--- config.mk ---
export PLATFORM = sky130hd
export DESIGN_NAME = pxie_tx_c2h_flat
export DESIGN_NICKNAME = d
export VERILOG_FILES = /design/src/rtl/pxie_pkg.sv /design/src/rtl/pxie_tx_c2h_if.sv /design/src/rtl/pxie_tx_fifo.sv /design/src/rtl/pxie_tx_c2h.sv /design/src/flat_wrapper.sv
export SDC_FILE = /design/constraint.sdc
export NUM_CORES = 1
export LEC_CHECK = 0
export CAP_MARGIN = 10
export CORE_UTILIZATION = 55
export CTS_CLUSTER_SIZE = 14
export DETAILED_ROUTE_END_ITERATION = 8
export MAX_ROUTING_LAYER = met4
export PLACE_DENSITY = 0.75
export SLEW_MARGIN = 20
export SYNTH_ARGS = -nofsm -noshare
export SYNTH_HDL_FRONTEND = slang
export SYNTH_SLANG_ARGS = --single-unit
--- constraint.sdc ---
create_clock -name I_PXIE_CLK -period 19.7 [get_ports I_PXIE_CLK]
set_clock_uncertainty 0.1 [all_clocks]
set_input_delay 3.94 -clock I_PXIE_CLK [delete_from_list [all_inputs] [get_ports I_PXIE_CLK]]
set_output_delay 3.94 -clock I_PXIE_CLK [all_outputs]
set_load 0.01 [all_outputs]
--- src/rtl/pxie_pkg.sv ---
// Shared PXIE definitions: frame magics, command/response codes, TX state
// encoding and header/tail field positions.
package pxie_pkg;

  localparam logic [15:0] HDR_MAGIC     = 16'heb9c;
  localparam logic [15:0] TAIL_MAGIC    = 16'heb9d;

  localparam logic [15:0] CMD_WR_REG    = 16'h0001;
  localparam logic [15:0] CMD_RD_REG    = 16'h0002;
  localparam logic [15:0] CMD_WR_CFG    = 16'h1000;
  localparam logic [15:0] CMD_RD_CFG    = 16'h1001;
  localparam logic [15:0] CMD_WR_BLK    = 16'h1010;
  localparam logic [15:0] CMD_RD_BLK    = 16'h1100;
  localparam logic [15:0] C2H_RSP_CODE  = 16'h2010;

  localparam int MAGIC_LSB = 48;
  localparam int LEN_LSB   = 32;
  localparam int ADDR_LSB  = 16;
  localparam int CODE_LSB  = 0;
  localparam int CSUM_LSB  = 0;

  typedef enum logic [2:0] {
    ST_IDLE  = 3'd0,
    ST_HEAD  = 3'd1,
    ST_READ  = 3'd2,
    ST_TAIL  = 3'd3,
    ST_DRAIN = 3'd4,
    ST_DONE  = 3'd5
  } tx_state_e;

  function automatic logic [127:0] hdr_word(input logic [15:0] len, input logic [15:0] addr);
    logic [127:0] w;
    w = 128'd0;
    w[MAGIC_LSB +: 16] = HDR_MAGIC;
    w[LEN_LSB   +: 16] = len;
    w[ADDR_LSB  +: 16] = addr;
    w[CODE_LSB  +: 16] = C2H_RSP_CODE;
    return w;
  endfunction

  function automatic logic [127:0] tail_word(input logic [15:0] len, input logic [31:0] csum);
    logic [127:0] w;
    w = 128'd0;
    w[MAGIC_LSB +: 16] = TAIL_MAGIC;
    w[LEN_LSB   +: 16] = len;
    w[CSUM_LSB  +: 32] = csum;
    return w;
  endfunction

  function automatic logic [31:0] lane_xor(input logic [127:0] w);
    return w[31:0] ^ w[63:32] ^ w[95:64] ^ w[127:96];
  endfunction

endpackage

--- src/rtl/pxie_tx_c2h_if.sv ---
// PXIE TX stream bus: 128-bit data with valid/ready handshake.
interface pxie_tx_c2h_if;
  logic [127:0] O_PXIE_DATA;
  logic         O_PXIE_DATA_VLD;
  logic         I_PXIE_TX_RDY;

  modport master (output O_PXIE_DATA, output O_PXIE_DATA_VLD, input I_PXIE_TX_RDY);
  modport slave  (input O_PXIE_DATA, input O_PXIE_DATA_VLD, output I_PXIE_TX_RDY);
endinterface

--- src/rtl/pxie_tx_fifo.sv ---
// Synchronous show-ahead FIFO with occupancy count; head word is zero when empty.
module pxie_tx_fifo #(
  parameter int WIDTH = 128,
  parameter int DEPTH = 8,
  parameter int CW    = $clog2(DEPTH) + 1
) (
  input  logic             I_PXIE_CLK,
  input  logic             I_Rst_n,
  input  logic             push,
  input  logic [WIDTH-1:0] din,
  input  logic             pop,
  output logic [WIDTH-1:0] dout,
  output logic [CW-1:0]    count
);
  localparam int AW = $clog2(DEPTH);
  localparam logic [CW-1:0] FULL_CNT = CW'(DEPTH);

  logic [WIDTH-1:0] mem_r [DEPTH];
  logic [AW-1:0]    wr_ptr_r, rd_ptr_r;
  logic [CW-1:0]    count_r;
  logic             do_push_s, do_pop_s;

  // Gate requests against full/empty
  always_comb begin
    do_push_s = push && (count_r != FULL_CNT);
    do_pop_s  = pop  && (count_r != {CW{1'b0}});
  end

  // Storage array, data path only
  always_ff @(posedge I_PXIE_CLK) begin
    if (do_push_s) begin
      mem_r[wr_ptr_r] <= din;
    end
  end

  // Pointers and occupancy; push+pop together leaves count unchanged
  always_ff @(posedge I_PXIE_CLK or negedge I_Rst_n) begin
    if (!I_Rst_n) begin
      wr_ptr_r <= {AW{1'b0}};
      rd_ptr_r <= {AW{1'b0}};
      count_r  <= {CW{1'b0}};
    end else begin
      if (do_push_s) wr_ptr_r <= wr_ptr_r + {{(AW-1){1'b0}}, 1'b1};
      if (do_pop_s)  rd_ptr_r <= rd_ptr_r + {{(AW-1){1'b0}}, 1'b1};
      case ({do_push_s, do_pop_s})
        2'b10:   count_r <= count_r + {{(CW-1){1'b0}}, 1'b1};
        2'b01:   count_r <= count_r - {{(CW-1){1'b0}}, 1'b1};
        default: count_r <= count_r;
      endcase
    end
  end

  assign dout  = (count_r != {CW{1'b0}}) ? mem_r[rd_ptr_r] : {WIDTH{1'b0}};
  assign count = count_r;
endmodule

--- src/rtl/pxie_tx_c2h.sv ---
// C2H transmitter: reads RAM words and frames them behind a header on the PXIE TX bus.
// Optional tail word with lane-XOR checksum when PXIE_TX_TAIL_EN is defined.
module pxie_tx_c2h
  import pxie_pkg::*;
#(
  parameter int RAM_LAT    = 2,
  parameter int FIFO_DEPTH = 8
) (
  input  logic                 I_PXIE_CLK,
  input  logic                 I_Rst_n,
  input  logic                 I_c2h_en,
  input  logic [15:0]          I_c2h_addr,
  input  logic [15:0]          I_c2h_len,
  output logic [15:0]          O_ram_addr,
  output logic                 O_ram_rden,
  input  logic [127:0]         I_ram_data,
  pxie_tx_c2h_if.master        tx,
  output logic                 O_busy,
  output logic                 O_c2h_done,
  output logic [15:0]          O_drop_cnt
);
  localparam int CW  = $clog2(FIFO_DEPTH) + 1;
  localparam int CW1 = CW + 1;
  localparam logic [CW-1:0] FULL_CNT = CW'(FIFO_DEPTH);
`ifdef PXIE_TX_TAIL_EN
  localparam tx_state_e ST_AFTER_READ = ST_TAIL;
`else
  localparam tx_state_e ST_AFTER_READ = ST_DRAIN;
`endif

  tx_state_e          state_r;
  logic [15:0]        start_addr_r, next_addr_r, ram_addr_r, len_r, rem_r, drop_r;
  logic               rden_r, busy_r, done_r;
  logic [RAM_LAT-1:0] sr_r;
  logic [CW-1:0]      fifo_cnt_s, inflight_s;
  logic [CW:0]        occ_s;
  logic               issue_s, push_s, pop_s;
  logic [127:0]       push_data_s;
`ifdef PXIE_TX_TAIL_EN
  logic [31:0]        csum_r;
  logic               tail_push_s;
`endif

  // Words requested from RAM but not yet in the FIFO
  always_comb begin
    inflight_s = CW'(rden_r);
    for (int i = 0; i < RAM_LAT; i++) begin
      inflight_s = inflight_s + CW'(sr_r[i]);
    end
    occ_s   = {1'b0, fifo_cnt_s} + {1'b0, inflight_s};
    issue_s = (state_r == ST_READ) && (rem_r != 16'd0) && (occ_s < CW1'(FIFO_DEPTH));
    pop_s   = tx.O_PXIE_DATA_VLD && tx.I_PXIE_TX_RDY;
  end

`ifdef PXIE_TX_TAIL_EN
  // Tail may go in once every payload word has landed in the FIFO
  always_comb begin
    tail_push_s = (state_r == ST_TAIL) && (inflight_s == {CW{1'b0}}) && (fifo_cnt_s != FULL_CNT);
  end
`endif

  // FIFO write source: header, tail or returning RAM data
  always_comb begin
    push_s      = sr_r[RAM_LAT-1];
    push_data_s = I_ram_data;
    if (state_r == ST_HEAD) begin
      push_s      = 1'b1;
      push_data_s = hdr_word(len_r, start_addr_r);
    end
`ifdef PXIE_TX_TAIL_EN
    else if (tail_push_s) begin
      push_s      = 1'b1;
      push_data_s = tail_word(len_r, csum_r);
    end
`endif
    else begin
      push_s      = sr_r[RAM_LAT-1];
      push_data_s = I_ram_data;
    end
  end

  // Read-latency tracker: bit RAM_LAT-1 marks data valid on I_ram_data
  always_ff @(posedge I_PXIE_CLK or negedge I_Rst_n) begin
    if (!I_Rst_n) begin
      sr_r <= {RAM_LAT{1'b0}};
    end else begin
      sr_r[0] <= rden_r;
      for (int i = 1; i < RAM_LAT; i++) begin
        sr_r[i] <= sr_r[i-1];
      end
    end
  end

`ifdef PXIE_TX_TAIL_EN
  // Payload checksum, cleared per packet
  always_ff @(posedge I_PXIE_CLK or negedge I_Rst_n) begin
    if (!I_Rst_n) begin
      csum_r <= 32'd0;
    end else if (state_r == ST_HEAD) begin
      csum_r <= 32'd0;
    end else if (sr_r[RAM_LAT-1]) begin
      csum_r <= csum_r ^ lane_xor(I_ram_data);
    end else begin
      csum_r <= csum_r;
    end
  end
`endif

  // Framing FSM with registered RAM/status outputs
  always_ff @(posedge I_PXIE_CLK or negedge I_Rst_n) begin
    if (!I_Rst_n) begin
      state_r      <= ST_IDLE;
      start_addr_r <= 16'd0;
      next_addr_r  <= 16'd0;
      ram_addr_r   <= 16'd0;
      len_r        <= 16'd0;
      rem_r        <= 16'd0;
      drop_r       <= 16'd0;
      rden_r       <= 1'b0;
      busy_r       <= 1'b0;
      done_r       <= 1'b0;
    end else begin
      rden_r <= issue_s;
      if (I_c2h_en && (state_r != ST_IDLE) && (drop_r != 16'hFFFF)) begin
        drop_r <= drop_r + 16'd1;
      end
      case (state_r)
        ST_IDLE: begin
          if (I_c2h_en) begin
            start_addr_r <= I_c2h_addr;
            next_addr_r  <= I_c2h_addr;
            len_r        <= I_c2h_len;
            rem_r        <= I_c2h_len;
            busy_r       <= 1'b1;
            state_r      <= ST_HEAD;
          end
        end
        ST_HEAD: state_r <= ST_READ;
        ST_READ: begin
          if (issue_s) begin
            ram_addr_r  <= next_addr_r;
            next_addr_r <= next_addr_r + 16'd1;
            rem_r       <= rem_r - 16'd1;
          end
          if (rem_r == 16'd0) state_r <= ST_AFTER_READ;
        end
`ifdef PXIE_TX_TAIL_EN
        ST_TAIL: begin
          if (tail_push_s) state_r <= ST_DRAIN;
        end
`endif
        ST_DRAIN: begin
          if ((inflight_s == {CW{1'b0}}) && (fifo_cnt_s == {CW{1'b0}})) begin
            done_r  <= 1'b1;
            state_r <= ST_DONE;
          end
        end
        ST_DONE: begin
          done_r  <= 1'b0;
          busy_r  <= 1'b0;
          state_r <= ST_IDLE;
        end
        default: state_r <= ST_IDLE;
      endcase
    end
  end

  pxie_tx_fifo #(.WIDTH(128), .DEPTH(FIFO_DEPTH), .CW(CW)) u_fifo (
    .I_PXIE_CLK (I_PXIE_CLK),
    .I_Rst_n    (I_Rst_n),
    .push       (push_s),
    .din        (push_data_s),
    .pop        (pop_s),
    .dout       (tx.O_PXIE_DATA),
    .count      (fifo_cnt_s)
  );

  assign tx.O_PXIE_DATA_VLD = (fifo_cnt_s != {CW{1'b0}});
  assign O_ram_addr = ram_addr_r;
  assign O_ram_rden = rden_r;
  assign O_busy     = busy_r;
  assign O_c2h_done = done_r;
  assign O_drop_cnt = drop_r;
endmodule

--- src/flat_wrapper.sv ---
// flat-port wrapper written by rule: the top's interface ports become plain ports
module pxie_tx_c2h_flat import pxie_pkg::*;
#(
  parameter int RAM_LAT    = 2,
  parameter int FIFO_DEPTH = 8
)
  (I_PXIE_CLK, I_Rst_n, I_c2h_en, I_c2h_addr, I_c2h_len, O_ram_addr, O_ram_rden, I_ram_data, O_busy, O_c2h_done, O_drop_cnt, tx_O_PXIE_DATA, tx_O_PXIE_DATA_VLD, tx_I_PXIE_TX_RDY);
  pxie_tx_c2h_if tx_i ();
  input  logic I_PXIE_CLK;
  input  logic I_Rst_n;
  input  logic I_c2h_en;
  input  logic [15:0] I_c2h_addr;
  input  logic [15:0] I_c2h_len;
  output logic [15:0] O_ram_addr;
  output logic O_ram_rden;
  input  logic [127:0] I_ram_data;
  output logic O_busy;
  output logic O_c2h_done;
  output logic [15:0] O_drop_cnt;
  output wire logic [$bits(tx_i.O_PXIE_DATA)-1:0] tx_O_PXIE_DATA;
  output wire logic [$bits(tx_i.O_PXIE_DATA_VLD)-1:0] tx_O_PXIE_DATA_VLD;
  input wire logic [$bits(tx_i.I_PXIE_TX_RDY)-1:0] tx_I_PXIE_TX_RDY;
  assign tx_O_PXIE_DATA = tx_i.O_PXIE_DATA;
  assign tx_O_PXIE_DATA_VLD = tx_i.O_PXIE_DATA_VLD;
  assign tx_i.I_PXIE_TX_RDY = tx_I_PXIE_TX_RDY;
  pxie_tx_c2h #(.RAM_LAT(RAM_LAT), .FIFO_DEPTH(FIFO_DEPTH)) u_core (.I_PXIE_CLK(I_PXIE_CLK), .I_Rst_n(I_Rst_n), .I_c2h_en(I_c2h_en), .I_c2h_addr(I_c2h_addr), .I_c2h_len(I_c2h_len), .O_ram_addr(O_ram_addr), .O_ram_rden(O_ram_rden), .I_ram_data(I_ram_data), .tx(tx_i), .O_busy(O_busy), .O_c2h_done(O_c2h_done), .O_drop_cnt(O_drop_cnt));
endmodule
* Word-level counts from Yosys, hierarchy flattened
Memory sizes are Yosys's and may differ from the RTL's.
Cells that the tools add are included.
** Operators by class
- $add $sub $neg :: 10
- $lt $le $gt $ge :: 1
- Equality and inequality tests :: 12
- Muxes and demuxes :: 20
- Reduce and logical (&&, ||, !) cells :: 25
** Operators by type and width (number)
- 2-to-1 mux 128 bit :: 2
- 2-to-1 mux 16 bit :: 4
- one-hot mux 16 bit (2 select lines) :: 2
- adder 16 x 1 -> 16 bit, second input constant :: 2
- logical NOT 16 bit :: 1
- != test 16 bit, second input constant :: 1
- nonzero test 16 bit :: 1
- subtractor 16 x 1 -> 16 bit, second input constant :: 1
- one-hot mux 3 bit (4 select lines) :: 1
- 2-to-1 mux 3 bit :: 3
- logical AND 1 bit :: 8
- logical NOT 4 bit :: 2
- one-hot mux 4 bit (2 select lines) :: 1
- AND reduction 2 bit :: 4
- nonzero test 2 bit :: 4
- adder 3 x 1 -> 3 bit, second input constant :: 2
- equality test 3 bit, second input constant :: 2
- AND reduction 3 bit :: 2
- adder 4 x 4 -> 5 bit :: 1
- < comparator 5 x 4 -> 1 bit, second input constant :: 1
- 2-to-1 mux 1 bit :: 5
- adder 4 x 1 -> 4 bit :: 1
- adder 4 x 1 -> 4 bit, second input constant :: 1
- != test 2 x 1 -> 1 bit, second input constant :: 2
- 12 further kinds :: 14
** Word-level totals
- Bits in registers :: 114
- RAM bits :: 1024
- Bits of input ports :: 164
- Output and inout bits :: 164
- Logic and storage cells :: 83
- Memories :: 1
** Memory list
- u_core.u_fifo.mem_r :: words 8, width 128, rd ports 1, clocked after memory_dff 0, write ports 1, line pxie_tx_fifo.sv:18 : logic [WIDTH-1:0] mem_r [DEPTH];

* Longest topological paths before layout
Gate-level depths: netlist of run 1.
- Depth after elaboration :: 7
- Mapped depth :: 12

* Cells and area by module
Synthesis of run 1 repeated with hierarchy kept, for this count alone.
** Second synthesis, totals
- Cell total of the unflattened synthesis :: 2338
- Area total of the unflattened synthesis :: 45458.6 um^2
** By module, submodules not included
- pxie_tx_fifo :: times used 1, cells each 1683, area an instance 39496.6 um^2, seq. area each 30999.7 um^2
- pxie_tx_c2h :: times used 1, cells each 655, area an instance 5962.0 um^2, seq. area each 2602.5 um^2

* Worst setup path before layout of run 1
Ideal clock, no wire load.
- Path kind :: flip-flop to flip-flop
- Start point :: reg u_core.state_r[0]
- End point :: mem u_core.u_fifo.mem_r[0][0], enable pin
- Data arrival time :: 13.326 ns
- Required time :: 18.671 ns
- Setup slack :: 5.346 ns
- Stages on the path, launching flop included :: 7
- Path through :: dfrtp_1 > clkbuf_1 > inv_1 > nor3_1 > o21a_1 > clkinv_1 > nor4_1
** Between the ends
- Cells in the longest elaborated chain, start to end :: 5
** RTL lines
- start, declared :: line pxie_tx_c2h.sv:31 : tx_state_e state_r;
- start signal, assigned :: line pxie_tx_c2h.sv:112 : state_r <= ST_IDLE;
- start signal, assigned :: line pxie_tx_c2h.sv:135 : state_r <= ST_HEAD;
- start signal, assigned :: line pxie_tx_c2h.sv:138 : ST_HEAD: state_r <= ST_READ;
- equality test 3 x 1 -> 1 bit :: line pxie_tx_c2h.sv:66 : if (state_r == ST_HEAD) begin
- 2-to-1 mux 1 bit :: line pxie_tx_c2h.sv:66
- logical AND 1 bit :: line pxie_tx_fifo.sv:25 : do_push_s = push && (count_r != FULL_CNT);
- 2-to-1 mux 1 bit :: line pxie_tx_fifo.sv:31 : if (do_push_s) begin
- 2-to-1 mux 1 bit (implied by the code) :: line pxie_tx_fifo.sv:32 : mem_r[wr_ptr_r] <= din;
- end, declared :: line pxie_tx_fifo.sv:18
Every way passes these cells.

* Worst setup path in the final report of run 1
- Start point :: reg u_core.u_fifo.rd_ptr_r[1]
- End point :: out tx_O_PXIE_DATA[95]
** Between the ends
- Cells in the longest elaborated chain, start to end :: 2
** RTL lines
- start, declared :: line pxie_tx_fifo.sv:19 : logic [AW-1:0] wr_ptr_r, rd_ptr_r;
- start signal, assigned :: line pxie_tx_fifo.sv:40 : rd_ptr_r <= {AW{1'b0}};
- start signal, assigned :: line pxie_tx_fifo.sv:44 : if (do_pop_s) rd_ptr_r <= rd_ptr_r + {{(AW-1){1'b0}}, 1'b1};
- memory (8 x 128 bit)
- 2-to-1 mux 128 bit :: line pxie_tx_fifo.sv:53 : assign dout = (count_r != {CW{1'b0}}) ? mem_r[rd_ptr_r] : {WIDTH{1'b0}};
- end, declared :: line flat_wrapper.sv:20 : output wire logic [$bits(tx_i.O_PXIE_DATA)-1:0] tx_O_PXIE_DATA;
Every way passes these cells.

==> metrics.txt, run 1 <==
Worst Path Arrival=4.75 ns; clock root cell=clkbuf_16; gr usage total=24.6%; Lkg Pwr=18.1 nW; worst-margin pin slew=1.14 ns; Final period util=44.6%; Routed WL=98.5 mm; Final min period=8.79 ns; clk slew on worst S/H paths=0.06 ns; final RePlAce weighted congestion=0.822; Worst Setup EP=tx_O_PXIE_DATA[95]; Post-CTS Setup Repair Bufs=0; Clock Power Share=26.0%; pre-CTS WS=11.56 ns; pin count of the biggest net entering global routing=130; Horiz. Die Dim=289 um; fraction of registers with async set/reset=10.0%; average cell area after synthesis=19.3 um^2; Slew Limit Headroom=23.9%; post-route ant nets=0; Layout Nets=2866; ys flop type=edfxtp_1; cell internal pwr=0.00576 W; Die ar.=83400 um^2; commonest non-fill, non-tap cell in the layout=edfxtp_1; crit-path cells=buf_4, buf_4, mux4_2, mux2i_1, nor2_1, clkdlybuf4s50_1; row count=104; count of state elements after synthesis=1138; RR Startpoint=u_core.state_r[0]; pwr/cell area=155 nW/um^2; PortBufs=327; Yosys warnings=0; Die Ht=289 um; Syn Inst Count=2337; unique cell type count in the Yosys netlist=57; CTS Hold Bufs=0; Req. time, crit path=15.66 ns; number of flops mapped to enable cells by yosys=1024; Max Slew Vio Count=0; Final setup viols=0; nature of the critical path startpoint=flop; CP startpoint=u_core.u_fifo.rd_ptr_r[1]; vias in the first global route=24400; crit end category=output port; # DRC=0; FF-to-FF End=u_core.u_fifo.mem_r[0][77]; Crit Path Max Fanout=74; Num CTS Buffers=111; clock buffer depth=3; CTS tree=built; first-pass GRT wire length=147 mm; Initial Util=55.9%; Initial DRC Count=1672; most frequent cells in the layout=edfxtp_1, clkdlybuf4s50_1, mux4_2; syn_nets=2517; Skew-Pair Late Insertion Delay=0.66 ns; total of max-cap violations=0; layout cells sized above 1=19.8%; Most Frequent Cell on Critical Path=buf_4; Post-DP HPWL=54.4 mm; post-cts repair resize count=0; I/O Pins=328; Sw Ratio=30.5%; WS Path Type=flop to output port; initial antenna violation count=8; sequential area share after synthesis=74.3%; Hold Vio Cnt, Final=0; Hold WS=0.337 ns; first-pass iteration count of the detailed router=5; slowest CP cell=dfrtp_4; post-layout power=0.00828 W; fillcell total=5277; mapped cell area=45200 um^2; Worst R2R Setup Slack=15.94 ns; RSZ-0062 raised after global routing=no; synthesis-to-layout area growth=18.3%; core area=80900 um^2; Comb pwr share=33.8%; HP Class=flop to flop; DR vias=23200; crit-path max cell delay=1.12 ns; fmax=114 MHz; status=finished, final reports clean; CTS sink count=1138; H-tree levels=3; Via density=6.02; routed length per instance=25.6 um; GRT overflow=0; Reg power frac=40.2%; maximum vdd ir drop=115 uV; Setup TNS Final=0 ns; R2R cell count=7; Psw=0.00253 W; Final Util=66.1%; PnR worst setup slack=10.91 ns
==> critical path, delay by kind of cell, from the launching register on <==
family | cells | cell delay [ns]
buffers and inverters | 3 | 2.17
flip-flops | 1 | 1.12
multiplexers | 2 | 0.44
AND/OR/NAND/NOR | 1 | 0.27
==> metrics by stage <==
step | std cells | cell area (um^2)
after floorplan | 2337 | 45200
after CTS | 3837 | 53500
after global placement | 3631 | 49700
after global routing | 3846 | 53500
after detailed placement | 3632 | 49700
final | 3846 | 53500
==> power by group through the flow <==
stage	Clock, W	Sequential, W	Combinational (W)
after global routing	0.00228	0.00336	0.00301
after CTS	0.00219	0.00334	0.00282
after global placement	0	0.00338	0.00271
final	0.00216	0.00333	0.00280
after detailed placement	0	0.00339	0.00280
after floorplan	0	0.00333	0.00175
==> cell usage after synthesis, types with 8 or more instances <==
library cell | n | share of area, %
edfxtp_1 | 1024 | 68
mux4_2 | 256 | 13
nor2_1 | 159 | 1.3
mux2i_1 | 131 | 2.9
nand2_1 | 118 | 0.98
dfrtp_1 | 114 | 6.3
nor2b_1 | 88 | 1.2
clkbuf_1 | 85 | 0.71
mux2_2 | 52 | 1.3
a21oi_1 | 34 | 0.38
buf_1 | 34 | 0.28
nand3_1 | 21 | 0.23
nor3_1 | 19 | 0.21
xnor2_1 | 15 | 0.29
ha_1 | 14 | 0.39
o211ai_1 | 14 | 0.23
a31oi_1 | 13 | 0.18
or2_2 | 13 | 0.18
buf_2 | 12 | 0.13
o22a_1 | 11 | 0.21
inv_1 | 10 | 0.083
nor4_1 | 9 | 0.12
o21ai_0 | 9 | 0.10
nand4_1 | 8 | 0.11
==> cell families (layout without fill, tap and decap cells) <==
logic type | count (synthesis) | in the layout | share of synthesized area [%]
simple gates | 461 | 461 | 4.78
compound gates | 116 | 116 | 1.80
fa+ha+maj | 16 | 16 | 0.476
xor+xnor | 20 | 20 | 0.387
mux | 439 | 439 | 16.9
other cells | 0 | 8 | 0
buf+inv | 147 | 588 | 1.30
flops | 1138 | 1138 | 74.3
==> final cells by class <==
class                   instances  area (um^2)  area share (%)
multi-input cells            1052        11100            20.7
diodes                          8         20.0          0.0374
repair buffers                371         3670            6.85
well taps                    1060         1330            2.48
inverters                      12         45.0          0.0842
clock inverters                64          776            1.45
flip-flops and latches       1138        33600            62.8
clock buffers                 141         2970            5.56
==> worst min path at each step <==
| stage | start | endpoint | depth (start not counted) |
|---|---|---|---|
| final | u_core.sr_r[0] | u_core.sr_r[1] | 0 |
| after floorplan | u_core.sr_r[0] | u_core.sr_r[1] | 0 |
| after global placement | u_core.sr_r[0] | u_core.sr_r[1] | 0 |
| after CTS | u_core.sr_r[0] | u_core.sr_r[1] | 0 |
| after global routing | u_core.sr_r[0] | u_core.sr_r[1] | 0 |
| after detailed placement | u_core.sr_r[0] | u_core.sr_r[1] | 0 |
==> layer usage <==
layer / track usage [%] / part of all wire, %
met1: 30.7 / 39
met4: 6.50 / 2.0
met2: 41.1 / 51
met5: - / 0
met3: 5.17 / 7.1
==> flip-flops by register name, indices dropped and copies added, names as in the netlist, 4 cells and up <==
signal,flops
u_core.u_fifo.mem_r,1024
u_core.O_drop_cnt,16
u_core.O_ram_addr,16
u_core.len_r,16
u_core.next_addr_r,16
u_core.rem_r,16
u_core.start_addr_r,16
u_core.u_fifo.count,4
Note: power is estimated with default switching activity, not from simulation.
==> inputs of run 2 (changes only) <==
- clock period: 19.7 -> 8.4 ns (I/O delays scaled with it)
==> run 2 against run 1 <==
Effect of this change: non-clock buffer count shrank 2; critical path depth decreased by 1; highest routed layer unchanged; flip-flop and latch count unchanged.
==> metrics.txt, run 2 (synthesis gave the netlist of run 1 again) <==
status=finished, final reports clean; Worst Path Arrival=4.00 ns; WS Path Type=flop to output port; Max Slew Vio Count=0; post-cts repair resize count=0; # DRC=0; Initial Util=55.9%; GRT overflow=0; Lkg Pwr=18.1 nW; Largest Register=u_core.u_fifo.mem_r; Layout Nets=2866; Final period util=68.8%; worst-margin pin slew=1.07 ns; Post-DP HPWL=54.6 mm; layout cells sized above 1=19.9%; Hold WS=0.333 ns; Die Ht=289 um; Initial DRC Count=1913; Die ar.=83400 um^2; HP Class=flop to flop; RSZ-0062 raised after global routing=no; clock root cell=clkbuf_16; commonest non-fill, non-tap cell in the layout=edfxtp_1; Skew-Pair Late Insertion Delay=0.66 ns; Horiz. Die Dim=289 um; clk slew on worst S/H paths=0.06 ns; Largest register FFs=1024; pre-CTS WS=3.25 ns; final RePlAce weighted congestion=0.828; clock buffer depth=3; CTS Hold Bufs=0; Via density=5.96; core area=80900 um^2; vias in the first global route=24300; crit end category=output port; total of max-cap violations=0; routed length per instance=25.6 um; I/O Pins=328; Req. time, crit path=6.62 ns; most frequent cells in the layout=edfxtp_1, clkdlybuf4s50_1, mux4_2; initial antenna violation count=15; nature of the critical path startpoint=flop; H-tree levels=3; Hold Vio Cnt, Final=0; fmax=173 MHz; Setup TNS Final=0 ns; Final Util=66.3%; pin count of the biggest net entering global routing=136; PnR worst setup slack=2.62 ns; maximum vdd ir drop=291 uV; post-route ant nets=0; first-pass GRT wire length=148 mm; Routed WL=98.8 mm; Crit Path Max Fanout=70; synthesis-to-layout area growth=18.6%; row count=104; CTS tree=built; Final setup viols=0; PortBufs=327; Slew Limit Headroom=28.5%; gr usage total=24.6%; Post-CTS Setup Repair Bufs=0; Num CTS Buffers=113; pwr/cell area=364 nW/um^2; CTS sink count=1138; DR vias=23000; first-pass iteration count of the detailed router=5; Final min period=5.78 ns
run 2: final timing paths:
path | startpoint | to | slack (ns) | cells after the start
max reg2reg | u_core.state_r[0] | u_core.u_fifo.mem_r[4][80] | 3.69 | 8
min in group asynchronous | I_Rst_n | u_core.rem_r[3] | 0.98 | 1
max in group asynchronous | I_Rst_n | u_core.start_addr_r[5] | 5.95 | 2
min | u_core.sr_r[0] | u_core.sr_r[1] | 0.33 | 0
max | u_core.u_fifo.rd_ptr_r[1] | tx_O_PXIE_DATA[125] | 2.62 | 5
min reg2reg | u_core.sr_r[0] | u_core.sr_r[1] | 0.33 | 0
run 2: power breakdown:
group | switching (W) | total (W) | internal (W)
combinational | 0.00337 | 0.00653 | 0.00317
sequential | 0.000529 | 0.00783 | 0.00730
clock | 0.00208 | 0.00515 | 0.00307
run 2: cell type report:
cell class,count,area (um^2)
flip-flops and latches,1138,33600
fillers,5217,27300
multi-input cells,1052,11100
repair buffers,369,3670
clock buffers,141,3100
well taps,1060,1330
clock inverters,69,739
inverters,12,45.0
diodes,16,40.0
run 2: stage by stage:
stage / total power [W] / std cells / area (um^2)
after detailed placement: 0.0145 / 3630 / 49700
after global placement: 0.0143 / 3630 / 49700
after floorplan: 0.0119 / 2337 / 45200
after CTS: 0.0197 / 3840 / 53600
after global routing: 0.0204 / 3856 / 53600
final: 0.0195 / 3857 / 53600
run 2: worst max-delay path, cell delays in order, from the launching register on:
cell             delay (ns)
dfrtp_4                1.00
buf_4                  0.86
mux4_2                 0.41
mux2i_1                0.32
nor2_1                 0.09
clkdlybuf4s50_1        0.52
run 2: per-layer routing:
layer	up-vias	track usage [%]	routed length, um
met5	-	-	0
met4	0	6.51	1890
met3	123	5.96	7820
met2	878	39.4	49700
met1	11900	31.7	39400
li1	10000	-	-
